`config.mk`:
```
export PLATFORM = sky130hd
export DESIGN_NAME = pipeline_stall_controller_flat
export DESIGN_NICKNAME = d
export VERILOG_FILES = /design/src/rtl/pipeline_stall_controller_pkg.sv /design/src/rtl/pipeline_stall_controller_if.sv /design/src/rtl/pipeline_stall_controller_sat_counter.sv /design/src/rtl/pipeline_stall_controller.sv /design/src/flat_wrapper.sv
export SDC_FILE = /design/constraint.sdc
export NUM_CORES = 1
export LEC_CHECK = 0
export ABC_AREA = 1
export BUFFER_PORTS_ARGS = -buffer_cell sky130_fd_sc_hd__buf_2
export CAP_MARGIN = 10
export CELL_PAD_IN_SITES_DETAIL_PLACEMENT = 0
export CELL_PAD_IN_SITES_GLOBAL_PLACEMENT = 1
export CORE_AREA = 2 2 39 41
export DETAILED_ROUTE_END_ITERATION = 7
export DIE_AREA = 0 0 41 43
export PLACE_DENSITY_LB_ADDON = 0.08
export SLEW_MARGIN = 10
export SYNTH_ARGS = -nofsm -noshare
export SYNTH_HDL_FRONTEND = slang
export SYNTH_SLANG_ARGS = --single-unit
```
`constraint.sdc`:
```
create_clock -name clk -period 2.13 [get_ports clk]
set_input_delay 0.426 -clock clk [delete_from_list [all_inputs] [get_ports clk]]
set_output_delay 0.426 -clock clk [all_outputs]
set_load 0.02 [all_outputs]
```
`src/rtl/pipeline_stall_controller_pkg.sv`:
```
// rtl/pipeline_stall_controller_pkg.sv - shared state encoding and defaults for the stall controller
package pipe_ctl_pkg;

  typedef enum logic [1:0] {
    RUN      = 2'd0,
    MEM_WAIT = 2'd1,
    HALT     = 2'd2
  } state_t;

  localparam int DEF_MEM_TIMEOUT = 15;
  localparam int DEF_CNT_W       = 16;

endpackage

```
`src/rtl/pipeline_stall_controller_if.sv`:
```
// rtl/pipeline_stall_controller_if.sv - hazard inputs and pipeline control outputs (counters under STALL_CNT_EN)
interface pipeline_stall_controller_if
  import pipe_ctl_pkg::*;
`ifdef STALL_CNT_EN
  #(parameter int CNT_W = DEF_CNT_W)
`endif
  ();

  logic load_use;
  logic branch_taken;
  logic mem_req;
  logic mem_ack;
  logic pc_write;
  logic ifid_write;
  logic ifid_flush;
  logic idex_write;
  logic idex_nop;
  logic exmem_write;
  logic memwb_bubble;
  logic mem_timeout;
`ifdef STALL_CNT_EN
  logic [CNT_W-1:0] stall_cnt;
  logic [CNT_W-1:0] flush_cnt;
`endif

  // Hazard sources / pipeline side
  modport master (
    output load_use, branch_taken, mem_req, mem_ack,
    input  pc_write, ifid_write, ifid_flush, idex_write, idex_nop,
           exmem_write, memwb_bubble, mem_timeout
`ifdef STALL_CNT_EN
    , input stall_cnt, flush_cnt
`endif
  );

  // Controller side
  modport slave (
    input  load_use, branch_taken, mem_req, mem_ack,
    output pc_write, ifid_write, ifid_flush, idex_write, idex_nop,
           exmem_write, memwb_bubble, mem_timeout
`ifdef STALL_CNT_EN
    , output stall_cnt, flush_cnt
`endif
  );

endinterface

```
`src/rtl/pipeline_stall_controller_sat_counter.sv`:
```
// rtl/pipeline_stall_controller_sat_counter.sv - saturating incrementer used for performance counters
module sat_counter #(
  parameter int W = 16
) (
  input  logic         clk,
  input  logic         rst_n,
  input  logic         inc,
  output logic [W-1:0] count
);

  // Count up on inc, holding at all-ones instead of wrapping
  always_ff @(posedge clk or negedge rst_n) begin
    if (!rst_n) begin
      count <= '0;
    end else if (inc && (count != {W{1'b1}})) begin
      count <= count + W'(1);
    end
  end

endmodule

```
`src/rtl/pipeline_stall_controller.sv`:
```
// rtl/pipeline_stall_controller.sv - stall/flush sequencer with memory watchdog (optional counters: STALL_CNT_EN)
module pipeline_stall_controller
  import pipe_ctl_pkg::*;
#(
  parameter int MEM_TIMEOUT = DEF_MEM_TIMEOUT
`ifdef STALL_CNT_EN
  , parameter int CNT_W = DEF_CNT_W
`endif
) (
  input  logic                         clk,
  input  logic                         rst_n,
  pipeline_stall_controller_if.slave   bus
);

  localparam int WAIT_W = $clog2(MEM_TIMEOUT + 1);

  state_t            state;
  state_t            state_nxt;
  logic [WAIT_W-1:0] wait_cnt;
  logic              mem_wait;
  logic              wait_last;

  logic pc_write;
  logic ifid_write;
  logic ifid_flush;
  logic idex_write;
  logic idex_nop;
  logic exmem_write;
  logic memwb_bubble;

  assign mem_wait  = bus.mem_req & ~bus.mem_ack;
  assign wait_last = (wait_cnt == WAIT_W'(MEM_TIMEOUT - 1));

  // State register
  always_ff @(posedge clk or negedge rst_n) begin
    if (!rst_n) begin
      state <= RUN;
    end else begin
      state <= state_nxt;
    end
  end

  // Watchdog: counts consecutive frozen cycles, cleared whenever not waiting
  always_ff @(posedge clk or negedge rst_n) begin
    if (!rst_n) begin
      wait_cnt <= '0;
    end else if ((state != HALT) && mem_wait) begin
      wait_cnt <= wait_cnt + WAIT_W'(1);
    end else begin
      wait_cnt <= '0;
    end
  end

  // Next state and control outputs; priority is memory wait, branch, load-use
  always_comb begin
    state_nxt    = state;
    pc_write     = 1'b1;
    ifid_write   = 1'b1;
    ifid_flush   = 1'b0;
    idex_write   = 1'b1;
    idex_nop     = 1'b0;
    exmem_write  = 1'b1;
    memwb_bubble = 1'b0;
    case (state)
      RUN, MEM_WAIT: begin
        if (mem_wait) begin
          pc_write     = 1'b0;
          ifid_write   = 1'b0;
          idex_write   = 1'b0;
          exmem_write  = 1'b0;
          memwb_bubble = 1'b1;
          state_nxt    = wait_last ? HALT : MEM_WAIT;
        end else begin
          state_nxt = RUN;
          if (bus.branch_taken) begin
            // ID holds a wrong-path instruction, so any load-use request is moot
            ifid_flush = 1'b1;
            idex_nop   = 1'b1;
          end else if (bus.load_use) begin
            pc_write   = 1'b0;
            ifid_write = 1'b0;
            idex_nop   = 1'b1;
          end
        end
      end
      HALT: begin
        pc_write     = 1'b0;
        ifid_write   = 1'b0;
        idex_write   = 1'b0;
        exmem_write  = 1'b0;
        memwb_bubble = 1'b1;
        state_nxt    = HALT;
      end
      default: begin
        state_nxt = RUN;
      end
    endcase
  end

  assign bus.pc_write     = pc_write;
  assign bus.ifid_write   = ifid_write;
  assign bus.ifid_flush   = ifid_flush;
  assign bus.idex_write   = idex_write;
  assign bus.idex_nop     = idex_nop;
  assign bus.exmem_write  = exmem_write;
  assign bus.memwb_bubble = memwb_bubble;
  assign bus.mem_timeout  = (state == HALT);

`ifdef STALL_CNT_EN
  sat_counter #(.W(CNT_W)) u_stall_cnt (
    .clk   (clk),
    .rst_n (rst_n),
    .inc   (~pc_write),
    .count (bus.stall_cnt)
  );

  sat_counter #(.W(CNT_W)) u_flush_cnt (
    .clk   (clk),
    .rst_n (rst_n),
    .inc   (ifid_flush),
    .count (bus.flush_cnt)
  );
`endif

endmodule
```
`src/flat_wrapper.sv`:
```
// flat-port wrapper written by rule: the top's interface ports become plain ports
module pipeline_stall_controller_flat import pipe_ctl_pkg::*;
#(
  parameter int MEM_TIMEOUT = DEF_MEM_TIMEOUT

)
  (clk, rst_n, bus_load_use, bus_branch_taken, bus_mem_req, bus_mem_ack, bus_pc_write, bus_ifid_write, bus_ifid_flush, bus_idex_write, bus_idex_nop, bus_exmem_write, bus_memwb_bubble, bus_mem_timeout);
  pipeline_stall_controller_if bus_i ();
  input  logic clk;
  input  logic rst_n;
  input wire logic [$bits(bus_i.load_use)-1:0] bus_load_use;
  input wire logic [$bits(bus_i.branch_taken)-1:0] bus_branch_taken;
  input wire logic [$bits(bus_i.mem_req)-1:0] bus_mem_req;
  input wire logic [$bits(bus_i.mem_ack)-1:0] bus_mem_ack;
  output wire logic [$bits(bus_i.pc_write)-1:0] bus_pc_write;
  output wire logic [$bits(bus_i.ifid_write)-1:0] bus_ifid_write;
  output wire logic [$bits(bus_i.ifid_flush)-1:0] bus_ifid_flush;
  output wire logic [$bits(bus_i.idex_write)-1:0] bus_idex_write;
  output wire logic [$bits(bus_i.idex_nop)-1:0] bus_idex_nop;
  output wire logic [$bits(bus_i.exmem_write)-1:0] bus_exmem_write;
  output wire logic [$bits(bus_i.memwb_bubble)-1:0] bus_memwb_bubble;
  output wire logic [$bits(bus_i.mem_timeout)-1:0] bus_mem_timeout;
  assign bus_i.load_use = bus_load_use;
  assign bus_i.branch_taken = bus_branch_taken;
  assign bus_i.mem_req = bus_mem_req;
  assign bus_i.mem_ack = bus_mem_ack;
  assign bus_pc_write = bus_i.pc_write;
  assign bus_ifid_write = bus_i.ifid_write;
  assign bus_ifid_flush = bus_i.ifid_flush;
  assign bus_idex_write = bus_i.idex_write;
  assign bus_idex_nop = bus_i.idex_nop;
  assign bus_exmem_write = bus_i.exmem_write;
  assign bus_memwb_bubble = bus_i.memwb_bubble;
  assign bus_mem_timeout = bus_i.mem_timeout;
  pipeline_stall_controller #(.MEM_TIMEOUT(MEM_TIMEOUT)) u_core (.clk(clk), .rst_n(rst_n), .bus(bus_i));
endmodule
```
==> results of run 1 <==
[worst max-delay path, delay by kind of cell (launching register included)]
kind	cells	cell delay [ns]
AOI/OAI and AO/OA	1	0.11
buffers and inverters	2	0.26
DFF	1	0.41
and+or+nand+nor	1	0.12
[routing by layer]
layer | part of all wire [%] | vias to the layer above
met5 | 0 | -
met2 | 57 | 6
met4 | 0 | 0
met3 | 5.1 | 0
li1 | - | 157
met1 | 38 | 138
[Yosys cell counts (all sizes together)]
cell type	number	share of area, %
o21ai	2	3.8
xnor2	1	2.4
ha	2	6.8
dfrtp	6	41
buf	2	4.1
nand2	8	15
inv	8	8.2
nor2	11	14
nand3	2	2.7
nand4	1	1.7
[per-stage QoR]
| stage | util (%) | area (µm²) | hold slack (ns) |
|---|---|---|---|
| finish | 33.1 | 458 | 0.00528 |
| floorplan | - | 365 | 0.130 |
| CTS | 33.1 | 458 | 0.00269 |
| detailed placement | 31.5 | 435 | 0.254 |
| global placement | 31.5 | 435 | 0.250 |
| global route | 33.1 | 458 | 0.000579 |
[worst paths after layout]
check / from / end / slack, ns / cells past startpoint
worst max-delay path: u_core.state[1] / bus_idex_nop / 0.57 / 4
worst max register to register: u_core.wait_cnt[0] / u_core.state[0] / 1.13 / 5
worst min-delay path: rst_n / u_core.wait_cnt[1] / 0.005 / 1
min in group clk: bus_mem_ack / u_core.state[0] / 0.50 / 4
worst min register to register: u_core.state[1] / u_core.state[0] / 0.51 / 1
max in group asynchronous: rst_n / u_core.wait_cnt[0] / 1.99 / 1
[kinds of logic (layout without fill, tap and decap cells)]
group / count (synthesis) / count (layout) / share of synthesized area [%]
compound gates: 2 / 2 / 3.77
xor+xnor: 1 / 1 / 2.40
fa+ha+maj: 2 / 2 / 6.85
buf+inv: 10 / 24 / 12.3
flops: 6 / 6 / 41.1
simple gates: 22 / 22 / 33.6
[registers in the layout, summed over array words and instances (netlist names)]
| signal | flops |
|---|---|
| u_core.wait_cnt | 4 |
| u_core.state | 2 |
[power groups by stage]
stage	sequential [mW]	clock [mW]	combinational [mW]
2_1_floorplan	0.116	0	0.00541
3_3_place_gp	0.116	0	0.0130
3_5_place_dp	0.116	0	0.0136
4_1_cts	0.114	0.103	0.0138
5_1_grt	0.114	0.112	0.0155
6_report	0.114	0.0989	0.0134
[cell usage in the layout (no fill, tap or decap)]
master and instances:
nor2_2 1, buf_2 13, o21ai_2 1, nand3_1 2, nand2_4 3, nor2_1 9, ha_1 2, inv_2 2
nand2_1 4, clkbuf_4 3, nand2_2 1, o21ai_0 1, nor2_4 1, nand4_1 1, dfrtp_1 6, inv_1 6
xnor2_1 1
[layout make-up]
type / instances / share of cell area [%]
Inverter: 8 / 6.56
Sequential cell: 6 / 32.8
Tap cell: 16 / 4.37
Multi-Input combinational cell: 27 / 37.2
Timing Repair Buffer: 13 / 14.2
Clock buffer: 3 / 4.92
==> summary.txt, run 1 <==
Floorplanning
  – Die Area: 0.00176 mm²
  – Die span in y: between 40 and 50 µm
  – Core area: 0.00138 mm²
  – I/O Pins: 14
  – Initial Util: 26.4%
  – Die Wd: around 41 µm
  – # rows: 14

Final layout
  – Ant diodes: 0
  – Layout cells sized above 1: 43.9%
  – Post-layout nets: 67
  – Area of the multi-input gates: 170 µm²
  – Post-Layout Cell Count: 73
  – Fillers: 161
  – Synth-to-layout area growth: 25.3%
  – Seq. cell area: 150 µm²

Setup path
  – Max stage delay on crit path: 0.41 ns
  – Crit. End Element: output pin
  – Worst path arrival time: 1.14 ns
  – Max FO, Critical Path: 4
  – Startpoint types: flop
  – CP required: 1.70 ns
  – Crit-path slowest cell: dfrtp_1
  – Critical path type: reg -> out
  – Crit path cell chain: inv_2 -> o21ai_0 -> nor2_1 -> buf_2

STA
  – Final Setup Violations: 0
  – Slew margin rel.: around 84%
  – RSZ-0062 raised after global routing: no
  – Setup TNS: 0 ns
  – Slew @ Worst Pin: 0.236 ns
  – Minimum clock period: 1.56 ns
  – Final Cycle Share: 73.3%
  – Final Worst Setup Slack: 0.568 ns
  – Hold Vio Cnt, Final: 0
  – Clk_skew: 0.00104 ns
  – Slew Limit Fails: 0
  – Achievable Freq: 0.640 GHz

Detailed routing
  – Initial drt markers: 2
  – Vias post-DR: 301
  – DRC Markers: 0
  – Vias/cell: 4.12
  – Detail Route Antenna Nets: 0
  – DR pass1 iterations: 2
  – DR WL/cell: around 9.4 µm
  – Routed wire length: 687 µm

CTS
  – H-tree depth: 1
  – Worst-path clk slew: 0.04 ns
  – Clk root buf: clkbuf_4
  – CTS Buffer Depth: 2
  – CTS Buf Count: 3
  – CTS Hold Buffers Added: 0
  – CTS resizes: 0
  – Clock sink count: 6
  – Setup bufs post-CTS: 0
  – TritonCTS clock tree: done
  – Clk_lat worst skew: 0.23 ns

Logic synthesis
  – Netlist cell types: 16
  – Avg Cell Area, Syn: 8.50 µm²
  – Synthesized flop and latch total: 6
  – Yosys warnings: 0
  – Syn Inst Count: 43
  – Seq/Total Area, Yosys: 41.1%
  – Post-Synthesis Cell Area: 365 µm²
  – Syn Nets: 51

Power and ir drop
  – Pleak: 0.266 nW
  – Logic pwr share: roughly 6%
  – Total power: 227 µW
  – VDD IR max: between 0.0003 and 0.0004 V
  – Internal power: 183 µW
  – Clock power frac: a little over two fifths
  – Sequential share of power: 50.5%
  – Pwr per Cell Area: 495 mW/mm²
  – Sw Ratio: 19.3%
  – P_sw: 43.7 µW

Place
  – Port buffer count: 13
  – DP Worst Slack: roughly 0.64 ns
  – Post-DP HPWL: 591 µm
  – Post-Place Cells: 70
  – Global placement routability congestion: between 0.6 and 0.7

Flow run
  – Max-Cap Viols: 0

Global route
  – First-pass GRT wire length: 1220 µm
  – Vias in the first global route: roughly 300
  – GR peak layer: met2
  – Initial antenna violation count: 0
  – Largest net degree at the start of global routing: 7
  – Global route total overflow: 0
  – Met1 Track Usage GR: 11.9%
  – Grt met3 use: 3.14%
  – GRT met2 Usage: 16.9%
  – GR Util All Layers: approximately a tenth

Status
  – Outcome: finished, final reports clean

Hold path
  – Worst hold path class: in -> async
Power figures use the tool's default switching activity.
==> run 2: changes to the inputs <==
CORE_AREA = not set   (was 2 2 39 41)
CORE_MARGIN = 2   (was not set)
CORE_UTILIZATION = 28   (was not set)
DIE_AREA = not set   (was 0 0 41 43)
clock period = 1.3 ns   (was 2.13 ns; I/O delays follow)
==> run 2 against run 1 <==
The run now ends with negative setup slack left; clock-buffer cell count unchanged; critical endpoint is now bus_ifid_write; global-route usage increased by 0.68 points; largest power group unchanged; largest cell class unchanged; highest routed layer unchanged; design area increased by 15%; die area decreased by 8.7%; critical path depth increased by 1; sequential share of layout area decreased by 4.0 points; clock skew decreased by 0.00052 ns; non-clock buffer count increased by 3.
==> summary.txt, run 2 (synthesis results as in run 1) <==
Setup path
  – CP required: between 1 and 1.5 ns
  – Crit path cell chain: inv_2 -> nand2_4 -> nand2_4 -> nor2_4 -> buf_6
  – Max stage delay on crit path: 0.43 ns
  – Worst path arrival time: 1.09 ns
  – Max FO, Critical Path: 4
  – Startpoint types: flop
  – Critical path type: reg -> out
  – CP bufs+invs: 2
  – Crit-path slowest cell: dfrtp_2
  – Crit-path leading delay family: flip-flops
  – Crit. End Element: output pin
  – Cell mode on critical path: nand2_4

Floorplanning
  – Die Area: 0.00161 mm²
  – # rows: 13
  – I/O Pins: 14
  – Die span in y: 40.1 µm
  – Die Wd: around 40 µm
  – Core area: between 0.001 and 0.0015 mm²
  – Initial Util: 29.2%

Status
  – Failing checks: negative setup slack
  – Outcome: complete, but fails checks

STA
  – Slew margin rel.: 87.0%
  – Final Worst Setup Slack: -0.0458 ns
  – Setup TNS: -0.238 ns
  – Final Setup Violations: 7
  – Slew Limit Fails: 0
  – Final Cycle Share: 104%
  – Achievable Freq: 0.743 GHz
  – Slew @ Worst Pin: 0.194 ns
  – Clk_skew: between 0.0005 and 0.0006 ns
  – Hold Vio Cnt, Final: 0
  – RSZ-0062 raised after global routing: yes
  – Minimum clock period: 1.35 ns

Detailed routing
  – Initial drt markers: 1
  – Routed wire length: approximately 700 µm
  – Detail Route Antenna Nets: 0
  – Vias post-DR: 319
  – DR pass1 iterations: 3
  – DRC Markers: 0
  – DR WL/cell: 9.33 µm
  – Vias/cell: 4.25

Place
  – DP Worst Slack: roughly 0.14 ns
  – Global placement routability congestion: ~0.61
  – Post-DP HPWL: 559 µm
  – Port buffer count: 13

Hold path
  – Worst hold path class: in -> reg

Power and ir drop
  – VDD IR max: 0.000420 V
  – Pwr per Cell Area: 717 mW/mm²
  – Pleak: ~0.28 nW

CTS
  – Clock sink count: 6
  – TritonCTS clock tree: done
  – CTS Buffer Depth: 2
  – Clk root buf: clkbuf_4
  – Worst-path clk slew: about 0.04 ns
  – Clk_lat worst skew: 0.24 ns
  – H-tree depth: 1
  – CTS Buf Count: 3

Final layout
  – Fillers: 139
  – Synth-to-layout area growth: 43.8%
  – Largest registers: u_core.wait_cnt: 4 flops, u_core.state: 2 flops
  – Most frequent cells in the layout: nor2_1, buf_2, inv_1
  – Ant diodes: 0
  – Post-layout nets: 70
  – Largest Register: u_core.wait_cnt
  – Area of the multi-input gates: 180 µm²
  – Max FFs per register: 4
  – Leading cell type in the layout, fill and taps excluded: nor2_1
  – Seq. cell area: between 150 and 200 µm²
  – Layout cells sized above 1: a little under half

Global route
  – Global route total overflow: 0
  – Largest net degree at the start of global routing: 7
  – Vias in the first global route: 295
  – GR Util All Layers: 10.7%
  – First-pass GRT wire length: 1080 µm
  – Initial antenna violation count: 0

Flow run
  – Max-Cap Viols: 0
## run 2: cell count changes in the layout (fill, tap and decap cells not counted), sizes merged
cell,previous run,this run
buf,13,15
dlygate4sd3,0,1
## run 2: path summary, 6_finish.rpt
path | start | endpoint | slack, ns | cells past startpoint
worst max-delay path | u_core.state[1] | bus_ifid_write | -0.05 | 5
worst min-delay path | bus_mem_ack | u_core.state[0] | 0.33 | 4
worst max register to register | u_core.wait_cnt[0] | u_core.state[0] | 0.30 | 5
worst min register to register | u_core.state[1] | u_core.state[0] | 0.50 | 1
max in group asynchronous | rst_n | u_core.state[1] | 0.76 | 2
min in group asynchronous | rst_n | u_core.wait_cnt[0] | 0.38 | 2
## run 2: final cells by class
class	instances	share of cell area, %
Inverter	8	6.19
Clock buffer	3	4.29
Sequential cell	6	28.8
Tap cell	15	3.57
Multi-Input combinational cell	27	34.3
Timing Repair Buffer	16	22.9
## run 2: through the flow
step | hold slack, ns | std cells | util [%] | total power [mW] | cell area, µm²
finish | 0.328 | 75 | 42.0 | 0.377 | 526
global route | 0.327 | 75 | 42.0 | 0.411 | 526
CTS | 0.323 | 74 | 40.5 | 0.392 | 507
detailed placement | 0.0882 | 69 | 35.1 | 0.212 | 439
global placement | 0.0859 | 69 | 35.1 | 0.212 | 439
floorplan | -0.0356 | 43 | - | 0.199 | 370
## run 2: per-layer routing
layer	global-route usage (%)	part of all wire, %	vias to the layer above
li1	-	-	160
met1	8.56	34	145
met2	21.0	57	14
met3	5.00	8.9	0
met4	5.17	0	0
met5	0	0	-
## run 2: repair_timing
| item | 4_1_cts | 5_1_grt |
|---|---|---|
| setup endpoints to repair | 8 | 8 |
| pin swaps | 0 | 3 |
| setup buffers | 1 | 1 |
| hold endpoints to repair | 6 | 0 |
| hold buffers | 1 | 0 |
| gates resized for setup | 10 | 4 |
## run 2: tightest hold or removal path: stages
cell and delay (ns):
buf_2 0.11, nor2_4 0.06, nand2_1 0.06, nor2_1 0.04
## run 2: power by group
group	internal [mW]	switching, mW	leakage [nW]	total, mW
Clock	0.104	0.0613	0.0138	0.165
Sequential	0.187	0	0.0783	0.187
Combinational	0.0104	0.0137	0.190	0.0241
Total	0.302	0.0750	0.282	0.377
